File: src/rtl/key_evt_pkg.sv
// Shared types for the key event encoder: channel states, event record, sizing helpers.
package key_evt_pkg;

   localparam int unsigned NUM_KEYS = 4;
   localparam int unsigned KEY_W    = 2;

   typedef enum logic [2:0] {
      StIdle,
      StPressDb,
      StHeld,
      StRepeat,
      StRelDb
   } key_state_e;

   typedef struct packed {
      logic             rpt;
      logic [KEY_W-1:0] code;
   } key_evt_t;

   function automatic int unsigned max3(input int unsigned a, input int unsigned b,
                                        input int unsigned c);
      int unsigned m;
      m = (a > b) ? a : b;
      return (m > c) ? m : c;
   endfunction

endpackage

File: src/rtl/key_event_encoder_channel.sv
// One key: 2-flop synchronizer, debounce / hold / auto-repeat FSM, registered level and flag.
module key_channel
   import key_evt_pkg::*;
#(
   parameter int unsigned DEBOUNCE_CYC = 1_000_000,
   parameter int unsigned HOLD_CYC     = 50_000_000,
   parameter int unsigned REPEAT_CYC   = 10_000_000
) (
   input  logic i_clk,
   input  logic i_rst,
   input  logic i_key,
   output logic o_value,
   output logic o_flag,
   output logic o_rpt
);

   localparam int unsigned CNT_W = $clog2(max3(DEBOUNCE_CYC, HOLD_CYC, REPEAT_CYC)) + 1;
   localparam logic [CNT_W-1:0] DEB_LAST  = CNT_W'(DEBOUNCE_CYC - 1);
   localparam logic [CNT_W-1:0] HOLD_LAST = CNT_W'(HOLD_CYC - 1);
   localparam logic [CNT_W-1:0] REP_LAST  = CNT_W'(REPEAT_CYC - 1);

   logic             r_sync1, r_sync2;
   key_state_e       r_state, w_state_d;
   logic [CNT_W-1:0] r_cnt, w_cnt_d;
   logic             r_armed, w_armed_d;
   logic             r_from_rpt, w_from_rpt_d;
   logic             r_value, w_value_d;
   logic             r_flag, w_flag_d;
   logic             r_rpt, w_rpt_d;
   logic             w_s;

   assign w_s = ~r_sync2;

   always_comb begin
      w_state_d    = r_state;
      w_cnt_d      = r_cnt;
      w_armed_d    = r_armed;
      w_from_rpt_d = r_from_rpt;
      w_value_d    = r_value;
      w_flag_d     = 1'b0;
      w_rpt_d      = 1'b0;
      case (r_state)
         StIdle: begin
            // After reset a key held down must be seen released for a debounce time first.
            if (!r_armed) begin
               if (w_s) begin
                  w_cnt_d = '0;
               end else if (r_cnt == DEB_LAST) begin
                  w_armed_d = 1'b1;
                  w_cnt_d   = '0;
               end else begin
                  w_cnt_d = r_cnt + CNT_W'(1);
               end
            end else if (w_s) begin
               w_state_d = StPressDb;
               w_cnt_d   = '0;
            end
         end
         StPressDb: begin
            if (!w_s) begin
               w_state_d = StIdle;
               w_cnt_d   = '0;
            end else if (r_cnt == DEB_LAST) begin
               w_state_d    = StHeld;
               w_value_d    = 1'b1;
               w_flag_d     = 1'b1;
               w_from_rpt_d = 1'b0;
               w_cnt_d      = '0;
            end else begin
               w_cnt_d = r_cnt + CNT_W'(1);
            end
         end
         StHeld: begin
            if (!w_s) begin
               w_state_d    = StRelDb;
               w_from_rpt_d = 1'b0;
               w_cnt_d      = '0;
            end else if (r_cnt == HOLD_LAST) begin
               w_state_d = StRepeat;
               w_flag_d  = 1'b1;
               w_rpt_d   = 1'b1;
               w_cnt_d   = '0;
            end else begin
               w_cnt_d = r_cnt + CNT_W'(1);
            end
         end
         StRepeat: begin
            if (!w_s) begin
               w_state_d    = StRelDb;
               w_from_rpt_d = 1'b1;
               w_cnt_d      = '0;
            end else if (r_cnt == REP_LAST) begin
               w_flag_d = 1'b1;
               w_rpt_d  = 1'b1;
               w_cnt_d  = '0;
            end else begin
               w_cnt_d = r_cnt + CNT_W'(1);
            end
         end
         StRelDb: begin
            if (w_s) begin
               w_state_d = r_from_rpt ? StRepeat : StHeld;
               w_cnt_d   = '0;
            end else if (r_cnt == DEB_LAST) begin
               w_state_d = StIdle;
               w_value_d = 1'b0;
               w_cnt_d   = '0;
            end else begin
               w_cnt_d = r_cnt + CNT_W'(1);
            end
         end
         default: begin
            w_state_d = StIdle;
            w_cnt_d   = '0;
         end
      endcase
   end

   always_ff @(posedge i_clk) begin
      if (i_rst) begin
         r_sync1    <= 1'b1;
         r_sync2    <= 1'b1;
         r_state    <= StIdle;
         r_cnt      <= '0;
         r_armed    <= 1'b0;
         r_from_rpt <= 1'b0;
         r_value    <= 1'b0;
         r_flag     <= 1'b0;
         r_rpt      <= 1'b0;
      end else begin
         r_sync1    <= i_key;
         r_sync2    <= r_sync1;
         r_state    <= w_state_d;
         r_cnt      <= w_cnt_d;
         r_armed    <= w_armed_d;
         r_from_rpt <= w_from_rpt_d;
         r_value    <= w_value_d;
         r_flag     <= w_flag_d;
         r_rpt      <= w_rpt_d;
      end
   end

   assign o_value = r_value;
   assign o_flag  = r_flag;
   assign o_rpt   = r_rpt;

endmodule

File: src/rtl/key_event_encoder.sv
// Key front end: four debounced channels, pending latches, priority arbiter and event FIFO.
module key_event_encoder
   import key_evt_pkg::*;
#(
   parameter int unsigned DEBOUNCE_CYC = 1_000_000,
   parameter int unsigned HOLD_CYC     = 50_000_000,
   parameter int unsigned REPEAT_CYC   = 10_000_000,
   parameter int unsigned FIFO_DEPTH   = 4
) (
   input  logic                i_clk,
   input  logic                i_rst,
   input  logic [NUM_KEYS-1:0] i_key,
   output logic [NUM_KEYS-1:0] o_key_value,
   output logic [NUM_KEYS-1:0] o_key_flag,
   output logic                o_evt_valid,
   output logic [KEY_W-1:0]    o_evt_code,
   output logic                o_evt_rpt,
   input  logic                i_evt_ready,
   output logic                o_beep_req,
   output logic                o_ovf
);

   localparam int unsigned IDX_W = $clog2(FIFO_DEPTH);
   localparam int unsigned PTR_W = IDX_W + 1;

   logic [NUM_KEYS-1:0] w_flag_rpt;
   logic [NUM_KEYS-1:0] r_pend, r_pend_rpt, w_pend_d, w_pend_rpt_d, w_grant;
   logic [KEY_W-1:0]    w_sel;
   logic                w_push, w_pop, w_drop, w_empty, w_full;
   logic [PTR_W-1:0]    r_wptr, r_rptr;
   key_evt_t            r_mem [FIFO_DEPTH];
   key_evt_t            w_push_evt, w_head;
   logic                r_beep, r_ovf;

   for (genvar g = 0; g < NUM_KEYS; g++) begin : g_chan
      key_channel #(
         .DEBOUNCE_CYC (DEBOUNCE_CYC),
         .HOLD_CYC     (HOLD_CYC),
         .REPEAT_CYC   (REPEAT_CYC)
      ) u_chan (
         .i_clk   (i_clk),
         .i_rst   (i_rst),
         .i_key   (i_key[g]),
         .o_value (o_key_value[g]),
         .o_flag  (o_key_flag[g]),
         .o_rpt   (w_flag_rpt[g])
      );
   end

   assign w_empty = (r_wptr == r_rptr);
   assign w_full  = (r_wptr[IDX_W] != r_rptr[IDX_W]) &&
                    (r_wptr[IDX_W-1:0] == r_rptr[IDX_W-1:0]);
   assign w_pop   = !w_empty && i_evt_ready;
   assign w_head  = r_mem[r_rptr[IDX_W-1:0]];

   // Lowest index wins; a pop in the same cycle frees the slot for the push.
   always_comb begin
      w_sel = '0;
      for (int i = NUM_KEYS - 1; i >= 0; i--) begin
         if (r_pend[i]) w_sel = KEY_W'(i);
      end
      w_push     = (|r_pend) && (!w_full || w_pop);
      w_grant    = w_push ? (NUM_KEYS'(1) << w_sel) : '0;
      w_push_evt = '{rpt: r_pend_rpt[w_sel], code: w_sel};
   end

   always_comb begin
      w_pend_d     = r_pend & ~w_grant;
      w_pend_rpt_d = r_pend_rpt;
      w_drop       = 1'b0;
      for (int i = 0; i < NUM_KEYS; i++) begin
         if (o_key_flag[i]) begin
            if (w_pend_d[i]) begin
               w_drop = 1'b1;
            end else begin
               w_pend_d[i]     = 1'b1;
               w_pend_rpt_d[i] = w_flag_rpt[i];
            end
         end
      end
   end

   always_ff @(posedge i_clk) begin
      if (i_rst) begin
         r_pend     <= '0;
         r_pend_rpt <= '0;
         r_wptr     <= '0;
         r_rptr     <= '0;
         r_beep     <= 1'b0;
         r_ovf      <= 1'b0;
      end else begin
         r_pend     <= w_pend_d;
         r_pend_rpt <= w_pend_rpt_d;
         if (w_push) r_wptr <= r_wptr + PTR_W'(1);
         if (w_pop)  r_rptr <= r_rptr + PTR_W'(1);
         r_beep     <= w_pop;
         r_ovf      <= r_ovf | w_drop;
      end
   end

   // Storage needs no reset: the head is masked whenever the FIFO is empty.
   always_ff @(posedge i_clk) begin
      if (w_push) r_mem[r_wptr[IDX_W-1:0]] <= w_push_evt;
   end

   assign o_evt_valid = !w_empty;
   assign o_evt_code  = w_empty ? '0 : w_head.code;
   assign o_evt_rpt   = w_empty ? 1'b0 : w_head.rpt;
   assign o_beep_req  = r_beep;
   assign o_ovf       = r_ovf;

endmodule

File: config.mk
export PLATFORM = sky130hd
export DESIGN_NAME = key_event_encoder
export DESIGN_NICKNAME = d
export VERILOG_FILES = /design/src/rtl/key_evt_pkg.sv /design/src/rtl/key_event_encoder_channel.sv /design/src/rtl/key_event_encoder.sv
export SDC_FILE = /design/constraint.sdc
export NUM_CORES = 1
export LEC_CHECK = 0
export BUFFER_PORTS_ARGS = -buffer_cell sky130_fd_sc_hd__buf_4
export CORE_ASPECT_RATIO = 0.5
export CORE_MARGIN = 2
export CORE_UTILIZATION = 40
export DETAILED_ROUTE_END_ITERATION = 6
export HOLD_SLACK_MARGIN = 0.15
export SLEW_MARGIN = 15
export SYNTH_ARGS = -nofsm -noshare
export SYNTH_HDL_FRONTEND = slang
export SYNTH_SLANG_ARGS = --single-unit
File: constraint.sdc
create_clock -name i_clk -period 3.2 [get_ports i_clk]
set_clock_uncertainty 0.2 [all_clocks]
set_input_delay 0.64 -clock i_clk [delete_from_list [all_inputs] [get_ports i_clk]]
set_output_delay 0.64 -clock i_clk [all_outputs]
set_load 0.05 [all_outputs]
==> run_results.csv <==
group,metric,value,unit
setup_path,cp_slowest_stage_delay,0.54,ns
power,p_leak,3.51,nW
global_route,grt_first_pass_wirelength,33.4,mm
cts,cts_htree_levels,4,
floorplan,io_pins,21,
routing,ant_nets,0,
synthesis,synth-main-ff-cell,"dfxtp_1",
cts,post_cts_buffers,0,
routing,drt-vias-per-instance,5.50,
timing,rsz0062_at_grt,"false",
routing,dr.first_iter.drc_count,473,
global_route,grt.overflow.total,0,
global_route,antenna_found_initial,0,
cts,cts_hold_buf,0,
timing,fin_crit_sh,92.4,%
timing,slew_headroom,47.4,%
floorplan,coreArea,21900,µm²
setup_path,critical_path_buf_inv_count,1,
synthesis,synth_edf_count,12,
timing,whs,0.181,ns
synthesis,synth_warnings,0,
setup_path,worstPathRequired,3.33,ns
cts,clockRootBuffer,"clkbuf_16",
timing,finalCriticalPeriod,2.96,ns
timing,finalSetupTns,0,ns
power,vdd_ir_drop_max,326,µV
synthesis,async_flop_share,0,%
routing,route.vias.total,7557,
floorplan,dieArea,23700,µm²
setup_path,worst_setup_path_start_kind,"flip-flop",
synthesis,avgSynthCellArea,8.43,µm²
synthesis,ys_seq_area_share,41.0,%
cts,insertion_delay,0.44,ns
placed_design,io_buffers,20,
synthesis,synthDistinctLibCells,82,
cts,cts_tree,"built",
placed_design,gp_congestion,0.851,
timing,final-max-slew-violation-count,0,
synthesis,yosys.area.top_type,"dfxtp_1",
synthesis,syn_area,8980,µm²
cts,clock-sinks,178,
finish,fillCellCount,2174,
synthesis,synth_top_area_share,37.0,%
finish,fin_cells,1375,
setup_path,cp_max_fo,22,
cts,ctsResizeCount,0,
finish,num_antenna_cells,0,
floorplan,start_util,41.1,%
finish,final_common_cell,"dfxtp_1",
placed_design,dp.cells,1344,
floorplan,rows,38,
setup_path,worstSetupEndpointType,"flip-flop",
placed_design,placed_area,9350,µm²
cts,cts_made_buffers,17,
finish,layout.nets,1079,
timing,hold_viol,0,
cts,clk_path_buf_depth,2,
routing,wl,19.8,mm
synthesis,syn_inst,1066,
run,maxCapViolCount,0,
timing,setup_violations,0,
setup_path,worstSetupPathType,"flip-flop to flip-flop",
synthesis,synth_fp_nets,1082,
finish,design_area,10000,µm²
setup_path,crit_chain,"ha_1, nand4_1, or2_2, nor4_1, or3_1, nand3_2, o21bai_2, buf_4, nor2_1",
placed_design,place_ws,0.201,ns
timing,worst_slew_pin_slew,0.787,ns
timing,fmax,338,MHz
floorplan,die_height,110,µm
power,powerDensity,490,nW/µm²
routing,routedWlPerCell,14.4,µm
finish,final_cell_mix,"dfxtp_1 (166), nor2_1 (152), nand2_1 (92), a21oi_1 (53), nand3_1 (51)",
finish,drive_gt1_share,10.0,%
status,status,"completed",
global_route,gr-usage-all-layers,17.2,%
worst_hold_path,hold_path.class,"input port to flip-flop",
global_route,grt_pass1_vias,6852,
setup_path,cp_top_family,"simple AND/OR/NAND/NOR gates",
cts,cts.clk_slew.worst_paths,0.07,ns
timing,setup_slack,0.243,ns
routing,drc,0,
finish,syn_to_final_growth,11.5,%
placed_design,dp_hpwl,13.8,mm
floorplan,die_x,216,µm
synthesis,ys_seq_elements,178,
global_route,grt_max_degree,33,
setup_path,crit_slowest_cell,"nor4_1",
synthesis,synth_area_leaders,"dfxtp_1 (37%), nor2_1 (6.4%), xor2_1 (4.6%)",
routing,first_pass_iters,6,
setup_path,arrival,3.08,ns
-- metrics by stage --
step	power, W	utilization (%)
after global placement	0.00260	42.8
after detailed placement	0.00260	42.8
final	0.00491	45.8
after floorplan	0.00255	-
after CTS	0.00496	45.8
after global routing	0.00508	45.8
-- cell usage after synthesis (6+ instances only) --
cell	count
buf_2	11
clkbuf_1	30
edfxtp_1	12
and3_1	19
nor2b_1	10
xor2_1	47
nand4_1	39
a21oi_1	53
nand2b_1	17
o21ai_0	27
nand3_1	51
or4_1	8
a21o_1	7
nor4_1	17
or2_2	15
a22o_1	9
buf_4	8
mux2i_1	6
and4_1	11
nor3_1	29
nand4b_1	7
and2_1	25
inv_1	16
nand2_1	92
or3_1	8
xnor2_1	25
buf_1	7
dfxtp_1	166
ha_1	9
nor2_1	152
a31oi_1	35
a311oi_1	6
-- path summary, 6_finish.rpt --
kind	startpoint	endpoint	slack (ns)	cells after the start
hold / removal	i_key[2]	g_chan[2].u_chan.r_sync1$_SDFF_PP1_	0.18	2
hold reg to reg	g_chan[3].u_chan.r_sync1$_SDFF_PP1_	g_chan[3].u_chan.r_sync2$_SDFF_PP1_	0.21	1
setup reg to reg	g_chan[3].u_chan.r_cnt[0]$_SDFFE_PP0P_	g_chan[3].u_chan.r_cnt[16]$_SDFFE_PP0P_	0.24	9
setup / recovery	g_chan[3].u_chan.r_cnt[0]$_SDFFE_PP0P_	g_chan[3].u_chan.r_cnt[16]$_SDFFE_PP0P_	0.24	9
-- logic make-up (layout without fill, tap and decap cells) --
| family | Yosys count | in the layout | share of synthesized area, % |
|---|---|---|---|
| compound gates | 184 | 184 | 13.9 |
| xor+xnor | 72 | 72 | 7.02 |
| fa+ha+maj | 9 | 9 | 1.25 |
| buf+inv | 75 | 84 | 3.79 |
| flops | 178 | 178 | 41.0 |
| mux | 10 | 10 | 1.55 |
| simple gates | 538 | 538 | 31.5 |
-- final cells by class --
class	count	area, µm²	area share [%]
inverter	17	63.8	0.637
multi-input combinational	813	4970	49.6
clock buffer	21	482	4.81
clock inverter	10	179	1.79
sequential	178	3680	36.8
tap	300	375	3.75
timing repair buffer	36	270	2.70
-- flip-flops by register name (all words and copies together), names as in the netlist, named ones only --
signal                    count
o_beep_req                    1
g_chan.u_chan.o_flag          4
g_chan.u_chan.r_armed         4
g_chan.u_chan.o_rpt           4
g_chan.u_chan.r_cnt         108
g_chan.u_chan.r_state        12
g_chan.u_chan.r_from_rpt      4
g_chan.u_chan.r_sync1         4
r_pend_rpt                    4
g_chan.u_chan.r_sync2         4
r_mem                        12
r_wptr                        3
g_chan.u_chan.o_value         4
r_pend                        4
o_ovf                         1
r_rptr                        3
-- worst register-to-register path, delay by kind of cell, from the launching register on --
kind                     cells  cell delay, ns
AO/OA/AOI/OAI                1            0.17
AND/OR/NAND/NOR              6            1.58
flip-flops                   1            0.40
buffers and inverters        1            0.26
adder cells (fa/ha/maj)      1            0.23
-- routing by layer --
| metal | track usage, % | vias up | routed length, µm |
|---|---|---|---|
| met3 | 4.12 | 23 | 878 |
| met4 | 5.82 | 0 | 236 |
| met1 | 23.5 | 3586 | 10000 |
| met2 | 26.9 | 127 | 8690 |
| met5 | 0 | - | 0 |
| li1 | - | 3821 | - |
-- power by group --
part / internal [W] / switching, W
sequential: 0.00227 / 0.0000458
combinational: 0.0000911 / 0.000147
clock: 0.00147 / 0.000885
Power figures use the tool's default switching activity.
